**src/rtl/if_stage.sv**
```systemverilog
// ----------------------------------------------------------------------------
// if_stage
// Instruction-fetch stage feeding the decode stage through IF_ID.
// Holds the PC, issues one request per word to a wait-stated instruction
// memory, and delivers {PC+4, instruction} to decode. Honours the decode
// stall (bubble), the decode redirects (j/jal, jr/jalr) and the execute
// redirect (taken branch), flushing wrong-path words with nops (all-zero).
//
// Ports:
//   clk, reset_b              clock, asynchronous active-low reset
//   bubble                    decode stall; IF_ID holds
//   PCSrcJ / jump_address     decode redirect for j/jal
//   PCSrcJR / jr_address      decode redirect for jr/jalr
//   EX_BranchTaken /
//   EX_branch_address         execute redirect for a taken branch
//   imem_req / imem_addr      fetch request and its address
//   imem_ready / imem_rdata   fetch completion and fetched word
//   IF_ID                     {PC+4, instruction} pipeline register
//   IF_ID_Rs / IF_ID_Rt       rs / rt fields of the instruction in IF_ID
// ----------------------------------------------------------------------------
module if_stage #(
    parameter logic [31:0] RESET_PC = 32'h0000_0000
) (
    input  logic        clk,
    input  logic        reset_b,
    input  logic        bubble,
    input  logic        PCSrcJ,
    input  logic        PCSrcJR,
    input  logic [31:0] jump_address,
    input  logic [31:0] jr_address,
    input  logic        EX_BranchTaken,
    input  logic [31:0] EX_branch_address,
    output logic        imem_req,
    output logic [31:0] imem_addr,
    input  logic        imem_ready,
    input  logic [31:0] imem_rdata,
    output logic [63:0] IF_ID,
    output logic [4:0]  IF_ID_Rs,
    output logic [4:0]  IF_ID_Rt
);

    typedef enum logic [1:0] {
        StBoot,
        StFetch,
        StDiscard,
        StHeld
    } state_e;

    state_e      r_state, w_state_d;
    logic [31:0] r_pc, w_pc_d;
    logic [31:0] r_req_addr, w_req_addr_d;
    logic [31:0] r_skid_word, w_skid_word_d;
    logic [31:0] r_skid_pc4, w_skid_pc4_d;
    logic [63:0] r_if_id, w_if_id_d;

    logic        w_dec_j;
    logic        w_dec_jr;
    logic        w_redirect;
    logic [31:0] w_target_raw;
    logic [31:0] w_target;
    logic [31:0] w_pc_plus4;

    // Decode redirects wait while decode is stalled: the jump is still
    // sitting in decode and will be presented again.
    assign w_dec_j    = PCSrcJ & ~bubble;
    assign w_dec_jr   = PCSrcJR & ~bubble;
    assign w_redirect = EX_BranchTaken | w_dec_jr | w_dec_j;

    always_comb begin
        w_target_raw = jump_address;
        if (EX_BranchTaken) begin
            w_target_raw = EX_branch_address;
        end else if (w_dec_jr) begin
            w_target_raw = jr_address;
        end
    end

    assign w_target   = w_target_raw & 32'hFFFF_FFFC;
    assign w_pc_plus4 = r_pc + 32'd4;  // wraps modulo 2^32

    always_comb begin
        w_state_d     = r_state;
        w_pc_d        = r_pc;
        w_req_addr_d  = r_req_addr;
        w_skid_word_d = r_skid_word;
        w_skid_pc4_d  = r_skid_pc4;
        w_if_id_d     = r_if_id;

        unique case (r_state)
            StBoot: begin
                if (w_redirect) begin
                    w_pc_d    = w_target;
                    w_if_id_d = '0;
                end
                w_state_d = StFetch;
            end
            StFetch: begin
                if (w_redirect) begin
                    // Any word arriving now is wrong-path.
                    w_if_id_d = '0;
                    w_pc_d    = w_target;
                    w_state_d = imem_ready ? StFetch : StDiscard;
                end else if (imem_ready) begin
                    w_pc_d = w_pc_plus4;
                    if (bubble) begin
                        w_skid_word_d = imem_rdata;
                        w_skid_pc4_d  = w_pc_plus4;
                        w_state_d     = StHeld;
                    end else begin
                        w_if_id_d = {w_pc_plus4, imem_rdata};
                    end
                end else if (!bubble) begin
                    w_if_id_d = '0;
                end
            end
            StDiscard: begin
                // Outstanding request keeps its stale address; only pc moves.
                if (w_redirect) begin
                    w_pc_d = w_target;
                end
                if (w_redirect || !bubble) begin
                    w_if_id_d = '0;
                end
                if (imem_ready) begin
                    w_state_d = StFetch;
                end
            end
            StHeld: begin
                if (w_redirect) begin
                    w_if_id_d = '0;
                    w_pc_d    = w_target;
                    w_state_d = StFetch;
                end else if (!bubble) begin
                    w_if_id_d = {r_skid_pc4, r_skid_word};
                    w_state_d = StFetch;
                end
            end
            default: begin
                w_state_d = StBoot;
            end
        endcase

        // Entering (or staying in) FETCH always requests the current pc.
        if (w_state_d == StFetch) begin
            w_req_addr_d = w_pc_d;
        end
    end

    always_ff @(posedge clk or negedge reset_b) begin
        if (!reset_b) begin
            r_state     <= StBoot;
            r_pc        <= RESET_PC;
            r_req_addr  <= RESET_PC;
            r_skid_word <= '0;
            r_skid_pc4  <= '0;
            r_if_id     <= '0;
        end else begin
            r_state     <= w_state_d;
            r_pc        <= w_pc_d;
            r_req_addr  <= w_req_addr_d;
            r_skid_word <= w_skid_word_d;
            r_skid_pc4  <= w_skid_pc4_d;
            r_if_id     <= w_if_id_d;
        end
    end

    assign imem_req  = (r_state == StFetch) || (r_state == StDiscard);
    assign imem_addr = r_req_addr;
    assign IF_ID     = r_if_id;
    assign IF_ID_Rs  = r_if_id[25:21];
    assign IF_ID_Rt  = r_if_id[20:16];

endmodule

```
**config.mk**
```make
export PLATFORM = sky130hd
export DESIGN_NAME = if_stage
export DESIGN_NICKNAME = d
export VERILOG_FILES = /design/src/rtl/if_stage.sv
export SDC_FILE = /design/constraint.sdc
export NUM_CORES = 1
export LEC_CHECK = 0
export ABC_AREA = 1
export CAP_MARGIN = 20
export CELL_PAD_IN_SITES_DETAIL_PLACEMENT = 1
export CELL_PAD_IN_SITES_GLOBAL_PLACEMENT = 1
export CORE_ASPECT_RATIO = 0.8
export CORE_MARGIN = 8
export CORE_UTILIZATION = 40
export CTS_BUF_LIST = sky130_fd_sc_hd__clkbuf_16
export DETAILED_ROUTE_END_ITERATION = 8
export DONT_BUFFER_PORTS = 1
export HOLD_SLACK_MARGIN = 0.03
export PLACE_DENSITY_LB_ADDON = 0.1
export SYNTH_ARGS = -nofsm -noshare
export SYNTH_HDL_FRONTEND = slang
export SYNTH_SLANG_ARGS = --single-unit
```
**constraint.sdc**
```tcl
create_clock -name clk -period 2.2 [get_ports clk]
set_input_delay 0.44 -clock clk [delete_from_list [all_inputs] [get_ports clk]]
set_output_delay 0.44 -clock clk [all_outputs]
set_load 0.02 [all_outputs]
```
Word-level counts from Yosys, hierarchy flattened. Cells that the tools add are included.

Bits in registers: 194. Input port bits: 135. Output and inout bits: 107. Logic and storage cells: 51.

$add $sub $neg: 1. Equality and inequality tests: 8. Mux-type cells: 23. Bitwise logic cells: 6. Reductions and logical operators: 7.

Operators by type and width (number): $mux W64 (8); $pmux W64 S4 (1); $mux W32 (5); $pmux W32 S2 (1); $add A32 B3 Y32 const B (1); $mux W2 (7); $pmux W2 S4 (1); $reduce_and A4 Y1 (2); $ne A3 B3 Y1 const B (2); $eq A2 B1 Y1 const B (2); $eq A2 B2 Y1 const B (2); $ne A2 B2 Y1 const B (2); $reduce_or A3 Y1 (1); $and A1 B1 Y1 (2); $logic_not A2 Y1 (1); $logic_or A1 B1 Y1 (2); $not A1 Y1 (2); $or A1 B1 Y1 (2); $logic_not A1 Y1 (1).

Logic depth before layout (Yosys ltp). Gate-level depths: netlist (run 1).

Depth after elaboration: 7. Mapped depth: 12. Gate-level depth less buffers: 12.

Worst setup path before layout (run 1). No wires, ideal clock.

Path kind: flip-flop to flip-flop. Start point: register r_state[1]. End point: register r_if_id[41] (netlist: IF_ID[41]). Library setup time: 0.077 ns. Arrival time: 1.775 ns. Data required time: 2.123 ns. Setup slack: 0.348 ns. Cell stages (with the launch flop): 10. Buffers on the path: 2. Period minus slack after synthesis: 1.852 ns. Cells stage by stage: dfrtp_1 inv_1 ha_1 o31ai_1 o21ai_4 inv_2 buf_2 buf_2 nor2_1 a21oi_1.

Cells in the longest elaborated chain, start to end: 3. Elaborated cells on any way between the ends: 10. Classes of those cells: eq/ne: 7; mux: 1; reduce/logical: 2.

Ends and longest elaborated chain: start, declared (line 49) `state_e r_state, w_state_d;`; start signal, assigned (line 151) `r_state <= StBoot;`; start signal, assigned (line 158) `r_state <= w_state_d;`; $eq A2 B2 Y1, or another cell as far along (line 89) `unique case (r_state)`; $ne A3 B3 Y1 (no source line) / $ne A2 B2 Y1 (equally long branches); $reduce_and A4 Y1 (no source line); end signal, assigned (line 163) `r_if_id <= w_if_id_d;`; end, declared (line 54) `logic [63:0] r_if_id, w_if_id_d;`.

Several ways; a longest one is shown, not always the timed one. A chain may end at the register's enable or synchronous reset.

Final worst setup path (run 1).
Start point: register r_pc[7]. End point: register r_req_addr[27] (netlist: imem_addr[27]).

Cells in the longest elaborated chain, start to end: 4.

Ends and longest elaborated chain: start, declared (line 50) `logic [31:0] r_pc, w_pc_d;`; start signal, assigned (line 159) `r_pc <= w_pc_d;`; $add A32 B3 Y32 (line 79) `assign w_pc_plus4 = r_pc + 32'd4;`; $mux W32 (line 103) `end else if (imem_ready) begin`; $mux W32 (line 98) `if (w_redirect) begin`; $pmux W32 S2 (line 89); via w_pc_d[27] (line 50); end signal, assigned (line 160) `r_req_addr <= w_req_addr_d;`; end, declared (line 51) `logic [31:0] r_req_addr, w_req_addr_d;`.

The timed path passes the listed nets, and every way through them passes these cells.

==> PnR_summary.wiki, run 1 <==
{| class="wikitable"
! Metric !! Value
|-
| PD cells || 1330 nW/um2
|-
| Most frequently used flop master after synthesis || dfrtp_1
|-
| Startpoint class of the critical path || flop
|-
| Gate count of the mapped netlist || 1,252
|-
| Number of synthesis warnings || 0
|-
| P_sw || 0.00601 W
|-
| Area share of the largest cell type after synthesis || 51.1%
|-
| Initial DRT Pass Iterations || 4
|-
| Initial Util || 40.6%
|-
| Final hold vios || 194
|-
| Measured slew at the worst slew-check pin || 0.442 ns
|-
| Share of power burned in the clock network || 23.6%
|-
| Area of all placed cells without fillers || 10,500 um2
|-
| Aggregate global-route resource usage || 20.9%
|-
| Required time of the critical path || 2.52 ns
|-
| Mean Syn Cell Area || 7.59 um2
|-
| Routed via count || 8,194
|-
| Pin count of the biggest net entering global routing || 195
|-
| Clock tree from TritonCTS || yes
|-
| Arrival time at the worst endpoint || 2.34 ns
|-
| Worst-path clk slew || 0.08 ns
|-
| Setup repair after global routing missed its margin || no
|-
| Most frequent CP cell || nand2_1
|-
| Switching power as a share of total power || 43.0%
|-
| Aggregate negative setup slack || 0 ns
|-
| Port Buffer Count || 0
|-
| Sequential share of power || 50.2%
|-
| Netlist Area Pre-Place || 9500 um2
|-
| Cts bufs inserted || 17
|-
| Count of flip-flops with a built-in enable after synthesis || 0
|-
| Series of cell instances along the critical path || nand2_1, nor2_1, nand2_1, nor2_1, nand2_1, nand2_1, nand2_1, nand2_1, nand2_1, nand2_1, nand2_1
|-
| Die width || 188 um
|-
| Peak supply drop || 0.000541 V
|-
| Net Count, Synth || 1,394
|-
| Worst Reg2Reg Path Length in Cells || 11
|-
| Ratio of routed vias to standard cells || 5.28
|-
| Leakage Power || 5.11 nW
|-
| Sequential cell area fraction in the yosys report || 51.1%
|-
| Part of the total power dissipated in combinational logic || 26.1%
|-
| Failing checks || hold timing
|-
| Setup WS pre-CTS || 0.107 ns
|-
| Top-level port count || 242
|-
| Number of design rule violations left after detail routing || 0
|-
| Outcome || finished, violations left
|-
| Area of the core region || 23,400 um2
|-
| Number of gates on the worst path with buffers counted || 11
|-
| Maximum number of buffers from clock root to sink || 2
|-
| Pins over their slew limit || 0
|-
| Die Y || 154 um
|-
| Row cnt || 50
|-
| Antenna-violating nets left || 0
|-
| Async S/R FF share, synth || 100%
|-
| Skew final || 0.0158 ns
|-
| Share of post-route cells with drive strength above 1 || 6.37%
|-
| Skew-Pair Late Insertion Delay || 0.44 ns
|-
| Number of endpoints failing setup at the final stage || 0
|-
| Global-route wire length before repair || 48,500 um
|-
| Critical Setup Path Class || flop to flop
|-
| Mean routed wirelength per cell || 19.5 um
|-
| CTS Root Buffer Type || clkbuf_16
|-
| Minimum setup slack among reg-to-reg paths || 0.18 ns
|-
| Fmax || 0.495 GHz
|-
| Number of different library cells in the post-synthesis netlist || 30
|-
| Number of design-rule violations left by the first detailed-router iteration || 514
|-
| GRT Residual Overflow || 0
|-
| WL final || 30,300 um
|-
| Tightest Hold Check Type || input pin to asynchronous set/reset pin
|-
| H-tree levels || 4
|-
| Via count of the first global-routing pass || 8,480
|-
| Maximum fanout encountered on the critical timing path || 5
|-
| Global placement routability congestion || 0.867
|-
| Total of max-cap violations || 0
|-
| Most area-hungry cell type in the Yosys netlist || dfrtp_1
|-
| Post-CTS repair timing setup buffer count || 0
|-
| Critical Path End Type || flop
|-
| Tmin final || 2.02 ns
|-
| Family with the most delay on the worst path || simple AND/OR/NAND/NOR gates
|-
| Worst hold slack across all endpoints || -0.304 ns
|-
| Stage delay of the slowest cell on the critical path || 0.45 ns
|-
| Final cycle utilization of the critical path || 91.8%
|-
| Synth Register Bits || 194
|-
| Post-detailed-placement half-perimeter wirelength || 21,900 um
|-
| Area delta synth->final || 10.9%
|-
| Number of antenna violations at the first check in global routing || 0
|-
| Placed inst area || 9910 um2
|-
| Buf+Inv Stages, Crit Path || 0
|-
| Top cells by area in the synthesized netlist || dfrtp_1, nand2_1, a21oi_1, nor2_1, o21ai_0
|-
| Internal power contribution || 0.00797 W
|-
| # diodes || 0
|-
| Max stage delay cell, worst path || dfrtp_1
|-
| Floorplan die area || 29,000 um2
|-
| Worst setup slack after layout || 0.181 ns
|-
| Max-Slew Margin vs Limit || 70.5%
|-
| Net count of the finished layout || 1,370
|-
| TritonCTS sink count || 194
|}
-- cell usage in the layout (no fill, tap or decap), types with 7 or more instances in the layout --
cell type / Yosys / layout
a31oi_1: 17 / 17
ha_1: 7 / 7
a22oi_1: 17 / 17
nor2_1: 155 / 152
nand3_1: 36 / 35
dfrtp_1: 194 / 193
inv_1: 40 / 40
buf_4: 14 / 18
nand2_1: 498 / 498
nand3b_1: 11 / 11
o211ai_1: 11 / 11
clkbuf_16: 0 / 17
buf_12: 0 / 10
o21ai_0: 50 / 48
a21oi_1: 118 / 118
-- state kept, by name, summed over array words and instances, names as in the netlist --
signal / count
r_state: 2
r_skid_word: 32
r_skid_pc4: 32
r_pc: 32
IF_ID: 64
imem_addr: 32
-- layer usage --
layer / vias to the layer above / part of all wire, % / wire length, um / track usage (%)
met3: 19 / 6.3 / 1920 / 5.94
met1: 4016 / 44 / 13300 / 26.3
met4: 0 / 1.2 / 375 / 4.57
met2: 183 / 48 / 14700 / 35.1
met5: - / 0 / 0 / 0
li1: 3976 / - / - / -
-- cells in the mapped netlist, types with 2 or more instances --
master and number:
nand2_1 498, dfrtp_1 194, nor2_1 155, a21oi_1 118, o21ai_0 50, inv_1 40, nand3_1 36, clkbuf_1 33
buf_2 20, a22oi_1 17, a31oi_1 17, buf_4 14, nand3b_1 11, o211ai_1 11, ha_1 7, buf_1 4
inv_2 4, nand4_1 4, nor2_2 3, or2_2 3, xnor2_1 3, xor2_1 2
-- cell type report --
type	count	area [um2]
timing repair buffer	28	335
clock inverter	15	199
clock buffer	17	425
inverter	44	165
tap	312	390
multi-input combinational	943	4170
fill	2865	12900
sequential	194	4860
-- final timing paths --
path / start / endpoint
setup / recovery: r_pc[7] / imem_addr[27]
hold reg to reg: r_skid_word[31] / r_skid_word[31]
setup reg to reg: r_pc[7] / imem_addr[27]
min in group clk: imem_rdata[21] / r_skid_word[21]
max in group asynchronous: reset_b / IF_ID[8]
hold / removal: reset_b / imem_addr[4]
-- power groups by stage --
stage,Clock [W],Sequential (W),Combinational [W]
floorplan,0,0.00657,0.00289
global placement,0,0.00710,0.00359
detailed placement,0,0.00712,0.00373
CTS,0.00337,0.00707,0.00375
global route,0.00350,0.00723,0.00425
finish,0.00331,0.00702,0.00366
-- cells by family after synthesis --
group,synth area share (%)
DFF,51.1
AOI/OAI and AO/OA,12.7
xor gates and xnor gates,0.461
and+or+nand+nor,29.5
adders and majority gates,0.921
buffers and inverters,5.36
-- what timing repair did --
item | CTS | global route
gates resized for setup | 0 | 6
setup endpoints to repair | 0 | 15
endpoints found under the hold margin | 194 | 194
-- metrics by stage --
stage	total power [W]	instances	util [%]	hold WS, ns
floorplan	0.00946	1252	-	0.144
global placement	0.0107	1521	42.3	0.150
detailed placement	0.0109	1521	42.3	0.150
CTS	0.0142	1553	45.0	-0.328
global route	0.0150	1553	45.1	-0.337
finish	0.0140	1553	45.1	-0.304
(Power assumes the default switching activity.)
==> run 2: changes to the inputs <==
--- a/config.mk
+++ b/config.mk
@@ -10,13 +10,14 @@
 export CELL_PAD_IN_SITES_DETAIL_PLACEMENT = 1
 export CELL_PAD_IN_SITES_GLOBAL_PLACEMENT = 1
 export CORE_ASPECT_RATIO = 0.8
-export CORE_MARGIN = 8
+export CORE_MARGIN = 4
 export CORE_UTILIZATION = 40
 export CTS_BUF_LIST = sky130_fd_sc_hd__clkbuf_16
 export DETAILED_ROUTE_END_ITERATION = 8
 export DONT_BUFFER_PORTS = 1
 export HOLD_SLACK_MARGIN = 0.03
 export PLACE_DENSITY_LB_ADDON = 0.1
+export SLEW_MARGIN = 25
 export SYNTH_ARGS = -nofsm -noshare
 export SYNTH_HDL_FRONTEND = slang
 export SYNTH_SLANG_ARGS = --single-unit
==> constraint.sdc (replaced) <==
create_clock -name clk -period 2.2 [get_ports clk]
set_input_delay 0.33 -clock clk [delete_from_list [all_inputs] [get_ports clk]]
set_output_delay 0.33 -clock clk [all_outputs]
set_load 0.02 [all_outputs]
==> run 2 against run 1 <==
Against the previous run:
- first-iteration DRC count is 12% lower
- sequential share of layout area is 1.2 points lower
- highest routed layer unchanged
- sequential power hardly changed
- utilization is 1.1 points higher
- critical path depth down 1
- clock skew down 0.0022 ns
- die area down 9.2%
- setup slack improved by 0.0036 ns
- fmax is 0.18% higher
- non-clock buffer count grew 33
- the flow still finishes with violations (hold timing)
- total power down 1.1%
==> PnR_summary.wiki, run 2 (synthesis gave the netlist of run 1 again) <==
{| class="wikitable"
! Metric !! Value
|-
| Post-CTS repair timing setup buffer count || 0 (unchanged)
|-
| Share of post-route cells with drive strength above 1 || 5.97% (-0.40 points)
|-
| Skew-Pair Late Insertion Delay || 0.44 ns (about the same)
|-
| Setup repair after global routing missed its margin || no
|-
| Aggregate global-route resource usage || 23.2% (+2.3 points)
|-
| Total power || 0.0138 W (-1.1%)
|-
| Failing checks || hold timing
|-
| H-tree levels || 4 (unchanged)
|-
| Top-level port count || 242 (unchanged)
|-
| M1 WL || 13,500 um (+1.4%)
|-
| Measured slew at the worst slew-check pin || 0.511 ns (+0.0691 ns)
|-
| Global-route wire length before repair || 49,500 um (+2.1%)
|-
| Net count of the finished layout || 1,403 (+2.4%)
|-
| Sum of met2 wire segment lengths after detailed routing || 15,000 um (+1.9%)
|-
| PD cells || 1280 nW/um2 (-3.6%)
|-
| Leakage Power || 5.22 nW (+2.2%)
|-
| Total of max-cap violations || 0 (unchanged)
|-
| Reg2reg end || imem_addr[14]
|-
| Area of the core region || 23,400 um2 (unchanged)
|-
| Floorplan die area || 26,300 um2 (-9.2%)
|-
| Placed Instances || 1,522 (+0.066%)
|-
| WL met3 || 1680 um (-12%)
|-
| Via count of the first global-routing pass || 8,799 (+3.8%)
|-
| Final cycle utilization of the critical path || 91.6% (-0.16 points)
|-
| Global placement routability congestion || 0.892 (+2.9%)
|-
| Final hold vios || 194 (unchanged)
|-
| Die width || 180 um (-4.2%)
|-
| Max FFs per register || 64 (unchanged)
|-
| Number of design rule violations left after detail routing || 0 (unchanged)
|-
| Tmin final || 2.02 ns (-0.00361 ns)
|-
| Number of endpoints failing setup at the final stage || 0 (unchanged)
|-
| Final Instance Count excl. Fillers || 1,586 (+2.1%)
|-
| Tightest Hold Check Type || input pin to asynchronous set/reset pin
|-
| WL final || 30,600 um (+0.98%)
|-
| Critical Path End Type || flop
|-
| Port Buffer Count || 0 (unchanged)
|-
| Outcome || finished, violations left
|-
| Endpoint of the worst setup timing path || imem_addr[14]
|-
| Routed via count || 8,388 (+2.4%)
|-
| Pin count of the biggest net entering global routing || 195 (unchanged)
|-
| Most frequent cells in the layout || nand2_1, dfrtp_1, nor2_1
|-
| Aggregate negative setup slack || 0 ns (unchanged)
|-
| Antenna-violating nets left || 0 (unchanged)
|-
| Post-cts hold buffer count || 32
|-
| Cts bufs inserted || 17 (unchanged)
|-
| Most common library cell in the layout ignoring fill and taps || nand2_1
|-
| Worst hold slack across all endpoints || -0.423 ns (-0.119 ns)
|-
| TritonCTS sink count || 194 (unchanged)
|-
| Required time of the critical path || 2.58 ns (+0.06 ns)
|-
| Mean routed wirelength per cell || 19.3 um (-1.1%)
|-
| Number of design-rule violations left by the first detailed-router iteration || 453 (-12%)
|-
| Initial DRT Pass Iterations || 7 (+3)
|-
| Die Y || 146 um (-5.2%)
|-
| Maximum fanout encountered on the critical timing path || 6 (+1)
|-
| Minimum setup slack among reg-to-reg paths || 0.18 ns (about the same)
|-
| Ratio of routed vias to standard cells || 5.29 (+0.24%)
|-
| Area delta synth->final || 13.8%
|-
| Pins over their slew limit || 0 (unchanged)
|-
| Row cnt || 50 (unchanged)
|-
| Skew final || 0.0136 ns (-0.00220 ns)
|-
| Worst Reg2Reg Path Length in Cells || 10 (-1)
|-
| Max-Slew Margin vs Limit || 65.9% (-4.6 points)
|-
| Post-detailed-placement half-perimeter wirelength || 21,400 um (-2.3%)
|-
| Peak supply drop || 0.000528 V (-2.3%)
|-
| Arrival time at the worst endpoint || 2.39 ns (+0.05 ns)
|-
| # diodes || 0 (unchanged)
|-
| Initial Util || 40.6% (unchanged)
|-
| Startpoint class of the critical path || flop
|-
| Maximum number of buffers from clock root to sink || 2 (unchanged)
|-
| CTS Root Buffer Type || clkbuf_16
|-
| Fmax || 0.496 GHz (+0.18%)
|-
| GRT Residual Overflow || 0 (unchanged)
|-
| Critical path startpoint || r_pc[2]
|-
| Number of antenna violations at the first check in global routing || 0 (unchanged)
|-
| Worst-path clk slew || 0.08 ns (about the same)
|-
| Critical Setup Path Class || flop to flop
|-
| Final Util || 46.2% (+1.1 points)
|-
| Clock tree from TritonCTS || yes
|-
| Reg area || 4850 um2 (about the same)
|-
| Top sig layer || met4
|-
| Area occupied by multi-input gates || 4170 um2 (-0.18%)
|-
| Number of filler instances in the final layout || 2,924 (+2.1%)
|-
| Startpoint of the worst register-to-register path || r_pc[2]
|}
[run 2: power breakdown]
part / internal (W) / switching [W] / total (W)
clock network: 0.00151 / 0.00157 / 0.00308
logic: 0.00138 / 0.00233 / 0.00371
registers: 0.00495 / 0.00207 / 0.00703
[run 2: cell type report]
| type | count | share of cell area [%] |
|---|---|---|
| Clock inverter | 15 | 1.37 |
| Multi-Input combinational cell | 943 | 38.5 |
| Timing Repair Buffer | 61 | 6.13 |
| Clock buffer | 17 | 3.93 |
| Sequential cell | 194 | 44.9 |
| Tap cell | 312 | 3.61 |
| Inverter | 44 | 1.53 |
[run 2: worst min path at each step]
stage	slack [ns]	cells past startpoint	end
floorplan	0.03	0	IF_ID[0]
CTS	-0.43	0	IF_ID[6]
global route	-0.44	0	imem_addr[5]
finish	-0.42	0	imem_addr[6]
detailed placement	0.04	0	imem_addr[4]
global placement	0.04	0	imem_addr[6]
[run 2: worst max-delay path, cell delays in order, from the launching register on]
cell and delay [ns]:
dfrtp_1 0.38, ha_1 0.23, nand3_1 0.19, inv_1 0.12
nand3_1 0.25, or2_2 0.38, nand2_1 0.06, nand2_1 0.10
nand2_1 0.11, nand2_1 0.07, nand2_1 0.06
[run 2: per-layer routing]
| layer | up-vias | GRT usage, % |
|---|---|---|
| met5 | - | 0 |
| met4 | 0 | 4.72 |
| met3 | 30 | 5.80 |
| met2 | 188 | 38.7 |
| met1 | 4135 | 30.9 |
| li1 | 4035 | - |
[run 2: through the flow]
step / area, um2 / setup slack [ns]
floorplan: 9500 / 0.348
global placement: 9910 / 0.167
detailed placement: 9910 / 0.109
CTS: 10800 / 0.111
global route: 10800 / 0.00170
finish: 10800 / 0.185
[run 2: repair_timing]
action	4_1_cts	5_1_grt
endpoints found under the setup margin	0	6
resized for setup	0	1
endpoints found under the hold margin	240	194
